`src/rtl/gpu_pkg.sv`:
```
// rtl/gpu_pkg.sv - shared GPU constants and Object Memory DMA state encoding
package gpu_pkg;

  localparam int          VRAM_ADDR_WIDTH = 12;
  localparam logic [11:0] OBM_BASE        = 12'h800;
  localparam int          OBM_BYTES       = 256;

  typedef enum logic [1:0] {
    ST_IDLE  = 2'd0,
    ST_FETCH = 2'd1,
    ST_WRITE = 2'd2,
    ST_DONE  = 2'd3
  } dma_state_e;

endpackage

```
`src/rtl/obm_dma.sv`:
```
// rtl/obm_dma.sv - copies one page of source memory into Object Memory, CPU writes take priority
module obm_dma #(
  parameter int                           VRAM_ADDR_WIDTH = gpu_pkg::VRAM_ADDR_WIDTH,
  parameter logic [VRAM_ADDR_WIDTH-1:0]   OBM_BASE        = VRAM_ADDR_WIDTH'(gpu_pkg::OBM_BASE),
  parameter int                           OBM_BYTES       = gpu_pkg::OBM_BYTES
) (
  input  logic                       clk,
  input  logic                       rst,
  input  logic                       writable,
  input  logic                       start,
  input  logic                       abort,
  input  logic [7:0]                 src_page,
  output logic                       src_req,
  output logic [15:0]                src_addr,
  input  logic                       src_ack,
  input  logic [7:0]                 src_data,
  input  logic                       cpu_we,
  input  logic [VRAM_ADDR_WIDTH-1:0] cpu_addr,
  input  logic [7:0]                 cpu_data,
  output logic                       vram_we,
  output logic [VRAM_ADDR_WIDTH-1:0] vram_address,
  output logic [7:0]                 vram_data,
  output logic                       busy,
  output logic                       done
);

  import gpu_pkg::*;

  localparam logic [7:0] LAST_INDEX = 8'(OBM_BYTES - 1);

  dma_state_e                 r_state;
  logic [7:0]                 r_index;
  logic [7:0]                 r_page;
  logic [7:0]                 r_byte;
  logic                       r_src_req;
  logic                       r_busy;
  logic                       r_done;
  logic [VRAM_ADDR_WIDTH-1:0] r_last_addr;
  logic [7:0]                 r_last_data;

  logic                       w_abort_hit;
  logic                       w_dma_we;
  logic [VRAM_ADDR_WIDTH-1:0] w_dma_addr;

  // An abort only matters once a transfer is running; in IDLE it is dropped so start wins.
  assign w_abort_hit = abort && (r_state != ST_IDLE);
  // DMA owns the VRAM port only inside the write window and only when the CPU is silent.
  assign w_dma_we    = (r_state == ST_WRITE) && writable && !cpu_we && !abort;
  assign w_dma_addr  = OBM_BASE + VRAM_ADDR_WIDTH'(r_index);

  // Transfer sequencer: fetch a byte, wait for a write slot, advance until the page is copied.
  always_ff @(posedge clk or negedge rst) begin
    if (!rst) begin
      r_state     <= ST_IDLE;
      r_index     <= 8'd0;
      r_page      <= 8'd0;
      r_byte      <= 8'd0;
      r_src_req   <= 1'b0;
      r_busy      <= 1'b0;
      r_done      <= 1'b0;
      r_last_addr <= '0;
      r_last_data <= 8'd0;
    end else begin
      r_done <= 1'b0;
      if (w_dma_we) begin
        r_last_addr <= w_dma_addr;
        r_last_data <= r_byte;
      end
      if (w_abort_hit) begin
        r_state   <= ST_IDLE;
        r_src_req <= 1'b0;
        r_busy    <= 1'b0;
      end else begin
        case (r_state)
          ST_IDLE: begin
            if (start) begin
              r_state   <= ST_FETCH;
              r_index   <= 8'd0;
              r_page    <= src_page;
              r_src_req <= 1'b1;
              r_busy    <= 1'b1;
            end
          end
          ST_FETCH: begin
            if (src_ack) begin
              r_byte    <= src_data;
              r_state   <= ST_WRITE;
              r_src_req <= 1'b0;
            end
          end
          ST_WRITE: begin
            if (w_dma_we) begin
              if (r_index == LAST_INDEX) begin
                r_state <= ST_DONE;
                r_done  <= 1'b1;
              end else begin
                r_index   <= r_index + 8'd1;
                r_state   <= ST_FETCH;
                r_src_req <= 1'b1;
              end
            end
          end
          ST_DONE: begin
            r_state <= ST_IDLE;
            r_busy  <= 1'b0;
          end
          default: begin
            r_state   <= ST_IDLE;
            r_src_req <= 1'b0;
            r_busy    <= 1'b0;
          end
        endcase
      end
    end
  end

  assign src_req  = r_src_req;
  assign src_addr = {r_page, r_index};
  assign busy     = r_busy;
  assign done     = r_done;

  // VRAM write mux: CPU passes straight through; idle cycles keep the last DMA address/data.
  always_comb begin
    vram_we      = 1'b0;
    vram_address = r_last_addr;
    vram_data    = r_last_data;
    if (cpu_we) begin
      vram_we      = 1'b1;
      vram_address = cpu_addr;
      vram_data    = cpu_data;
    end else if (w_dma_we) begin
      vram_we      = 1'b1;
      vram_address = w_dma_addr;
      vram_data    = r_byte;
    end
  end

endmodule

```
`config.mk`:
```
export PLATFORM = sky130hd
export DESIGN_NAME = obm_dma
export DESIGN_NICKNAME = d
export VERILOG_FILES = /design/src/rtl/gpu_pkg.sv /design/src/rtl/obm_dma.sv
export SDC_FILE = /design/constraint.sdc
export NUM_CORES = 1
export LEC_CHECK = 0
export CAP_MARGIN = 5
export CELL_PAD_IN_SITES_DETAIL_PLACEMENT = 0
export CELL_PAD_IN_SITES_GLOBAL_PLACEMENT = 2
export CORE_MARGIN = 2
export CORE_UTILIZATION = 31
export DETAILED_ROUTE_END_ITERATION = 12
export GPL_ROUTABILITY_DRIVEN = 0
export PLACE_DENSITY = 0.92
export SYNTH_ARGS = -nofsm -noshare
export SYNTH_HDL_FRONTEND = slang
export SYNTH_SLANG_ARGS = --single-unit
```
`constraint.sdc`:
```
create_clock -name clk -period 4.7 [get_ports clk]
set_input_delay 0.705 -clock clk [delete_from_list [all_inputs] [get_ports clk]]
set_output_delay 0.705 -clock clk [all_outputs]
set_load 0.005 [all_outputs]
```
Yosys cells after proc, flatten, opt, wreduce, memory -nomap -nowiden
Cells that the tools add are included.

$add $sub $neg: 2. Equal/unequal tests: 11. Multiplexer cells: 28. Bitwise operators: 1. Reductions and logical operators: 17.

Operators with widths (number): two-way mux 8 bit (5); two-way mux 12 bit (2); case mux 8 bit (2 select lines) (1); adder 12 x 8 -> 12 bit (first input constant) (1); two-way mux 1 bit (12); inequality test 3 bit (second input constant) (4); two-way mux 2 bit (5); AND reduction 5 bit (2); AND reduction 3 bit (3); adder 8 x 1 -> 8 bit (second input constant) (1); equality test 8 bit (second input constant) (1); case mux 2 bit (4 select lines) (1); inequality test 2 bit (second input constant) (3); equality test 2 bit (second input constant) (2); logical AND 1 bit (4); nonzero test 2 bit (2); nonzero test 4 bit (1); case mux 1 bit (3 select lines) (1); nonzero test 3 bit (1); equality test 2 x 1 -> 1 bit (second input constant) (1); zero test 1 bit (2); zero test 2 bit (1); case mux 1 bit (2 select lines) (1); AND reduction 2 bit (1); NOT 1 bit (1).

Flip-flop bits (word level): 49. Input bits: 43.

Longest topological paths before layout
Depth after elaboration: 7. Depth in mapped cells: 7. Gate-level depth less buffers: 5.

Worst setup path after synthesis
OpenSTA, ideal clock, no wires.

Path kind: input port to output port. Start: in abort. End: out vram_address[0]. Arrival time: 1876 ps. Data required time: 3995 ps. Setup slack: 2119 ps. Stages: 6. Path buffers: 2. Path through: buf_2 > nor2_4 > nand4_4 > buf_6 > mux2_4 > mux2_2.

Word-level cells in the longest chain between the ends: 4.

RTL lines: from (decl) (line obm_dma.sv:11) `input logic abort,`; zero test 1 bit (line obm_dma.sv:48) `assign w_dma_we = (r_state == ST_WRITE) && writable && !cpu_we && !abort;`; logical AND 1 bit (line obm_dma.sv:48); two-way mux 12 bit (line obm_dma.sv:131) `end else if (w_dma_we) begin`; two-way mux 12 bit (line obm_dma.sv:127) `if (cpu_we) begin`; to (decl) (line obm_dma.sv:21) `output logic [VRAM_ADDR_WIDTH-1:0] vram_address,`.

No other way between the ends.

Worst setup path after layout
Start: in abort. End: out vram_address[4].

Same word-level chain as after synthesis.

==> impl_metrics.json <==
{
  "run_status": "finished, final reports clean",
  "io_pins": 83,
  "vdd_drop_max_mv": 0.1883,
  "async_reset_ff_frac": 1.000,
  "die-area_sq_um": 8267,
  "cts_sinks": 49,
  "worstPathMaxFanout": 27,
  "skew_ns": 0.008095,
  "synth_area_per_cell_sq_um": 13.01,
  "postCtsResizedCells": 0,
  "rsz0062_at_grt": "false",
  "dr.pass1.iters": 3,
  "critical_path_arrival_ns": 3.19,
  "synth_edf_count": 0,
  "synth_flop_cell": "dfrtp_1",
  "first_iter_violations": 59,
  "postLayoutCellArea_sq_um": 3362,
  "cts_buffers": 5,
  "power_leakage_nw": 1.454,
  "synth_cell_types": 35,
  "pwr_density_cell_nw_per_um2": 333.4,
  "startpoint": "abort",
  "syn_nets": 224,
  "period_needed_ns": 3.896,
  "clk_latency_ns": 0.30,
  "postRouteAntennaNets": 0,
  "wl_per_cell_um": 14.29,
  "grt_pass1_wl_um": 8631,
  "netlist_area_sq_um": 2342,
  "dp.final_hpwl_um": 3651,
  "core_region_area_sq_um": 7292,
  "placed_area_sq_um": 3246,
  "yosys_warnings": 0,
  "start_util": 0.3212,
  "setup_ws_ns": 0.8041,
  "drv_cap": 0,
  "required_ns": 3.99,
  "met2_usage": 0.2025,
  "vias": 1681,
  "grt_pass1_vias": 1776,
  "fin_crit_sh": 0.8289,
  "cts.hold.buffers_added": 0,
  "dpl_worst_slack_ns": 0.7859,
  "clkTransAtPathRegs_ns": 0.08,
  "cp-end-kind": "output port",
  "fin_nets": 306,
  "path_class": "in2out",
  "portBuffers": 82,
  "finalHoldViolations": 0,
  "clockBufferDepth": 2,
  "route.detailed.drc": 0,
  "startpoint_type": "input pin",
  "drive_gt1_frac": 0.2548,
  "placed_cells": 354,
  "htreeDepth": 2,
  "area_growth_pct": 43.54,
  "die_width_um": 90.93,
  "gr-usage-met1": 0.1762,
  "vias_per_cell": 4.644,
  "ys_seq_area_frac": 0.5235,
  "hold_ws_ns": 0.4606,
  "rr_startpoint": "r_state[0]",
  "setup_violations": 0,
  "setup-tns-final_ns": 0,
  "min_path_type": "reg2reg",
  "grtUsageTotal": 0.1291,
  "busiest_layer": "met2",
  "die_y_um": 90.93,
  "hold_start": "r_last_addr[11]",
  "rows": 31,
  "synth_cells": 180,
  "antenna_found_initial": 0,
  "grtUsageMet3": 0.03255,
  "tightest_slew_ns": 0.6317,
  "cts_tree": "built",
  "antenna_cells": 0,
  "fin_cells": 362,
  "drt_wl_total_um": 5173,
  "post_cts_buffers": 0,
  "clock.fmax_mhz": 256.7,
  "slew_violations": 0,
  "grt-ovfl-total": 0,
  "synth-seq-cells": 49,
  "cts_root_buf": "clkbuf_8",
  "grt_start_max_net_pins": 50,
  "max_slew_margin": 0.5789
}
==> where the power goes <==
| part | switching (mW) | total, mW | internal [mW] | leakage [nW] |
|---|---|---|---|---|
| Sequential | 0.0358 | 0.533 | 0.497 | 0.636 |
| Clock | 0.135 | 0.308 | 0.174 | 0.0585 |
| Combinational | 0.0873 | 0.280 | 0.192 | 0.760 |
| Total | 0.258 | 1.12 | 0.863 | 1.45 |
==> sequential cells by signal, summed over array words and instances (netlist names) <==
register     count
r_last_data      8
src_req          1
r_last_addr     12
r_page           8
r_index          8
r_byte           8
done             1
busy             1
r_state          2
==> area by class of cell <==
type | instances | area [sq um]
Clock buffer | 7 | 86.33
Multi-Input combinational cell | 117 | 1042
Fill cell | 728 | 3930
Inverter | 4 | 15.01
Sequential cell | 49 | 1226
Tap cell | 99 | 123.9
Timing Repair Buffer | 85 | 838.3
Clock inverter | 1 | 30.03
==> cells in the final DEF (no fill, tap or decap), types with 3 or more instances in the layout <==
master	synthesis	final
a21oi_1	7	7
clkbuf_8	0	6
o21ai_0	6	6
buf_4	0	3
dfrtp_1	49	49
o211ai_1	5	5
nand2_1	10	10
nor2_1	5	5
and2_1	4	4
inv_1	3	3
mux2_2	40	40
clkdlybuf4s50_1	0	81
mux2_4	11	11
nand3_1	5	5
==> per-layer routing <==
metal  vias up  part of all wire  routed length [um]
met5         -                 0                   0
met2        44              0.48                2458
met1       831              0.46                2399
met4         0            0.0091                  47
li1        802                 -                   -
met3         4             0.052                 268
==> worst max-delay path, stage by stage <==
cell and delay, ns:
clkdlybuf4s50_1 0.59, nor2_4 0.19, nand4_4 0.48, mux2_4 0.48, mux2_2 0.27, clkdlybuf4s50_1 0.45
==> cell usage after synthesis (all sizes together) (2+ instances only) <==
| cell type | n | area share |
|---|---|---|
| and4 | 2 | 0.0075 |
| nand2 | 10 | 0.016 |
| buf | 8 | 0.022 |
| inv | 4 | 0.0064 |
| and3 | 2 | 0.0053 |
| o211ai | 5 | 0.016 |
| mux2 | 51 | 0.26 |
| a21oi | 7 | 0.015 |
| nor2 | 7 | 0.018 |
| xnor2 | 2 | 0.0075 |
| o21ai | 6 | 0.013 |
| nand2b | 2 | 0.0053 |
| clkbuf | 2 | 0.0032 |
| and2 | 4 | 0.011 |
| dfrtp | 49 | 0.52 |
| nand3 | 5 | 0.011 |
==> metrics by stage <==
step | power, mW | util
6_report | 1.121 | 0.4611
5_1_grt | 1.190 | 0.4611
4_1_cts | 1.148 | 0.4611
3_5_place_dp | 0.8273 | 0.4451
3_3_place_gp | 0.8184 | 0.4451
2_1_floorplan | 0.6673 | -
==> final timing paths <==
path                                    to  slack (ns)  cells past startpoint
setup / recovery           vram_address[4]        0.80                      6
max in group asynchronous   r_last_data[3]        3.76                      2
hold reg to reg            r_last_addr[11]        0.46                      1
setup reg to reg                r_index[7]        2.50                      5
hold / removal             r_last_addr[11]        0.46                      1
min in group asynchronous   r_last_addr[9]        0.49                      2
==> cell families after synthesis <==
logic type | count (synthesis) | share of synthesized area
mux | 52 | 0.2671
flops | 49 | 0.5235
simple gates | 37 | 0.09668
compound gates | 24 | 0.06464
buf+inv | 14 | 0.03151
xor+xnor | 3 | 0.01122
fa+ha+maj | 1 | 0.005341
Note: power is estimated with default switching activity, not from simulation.
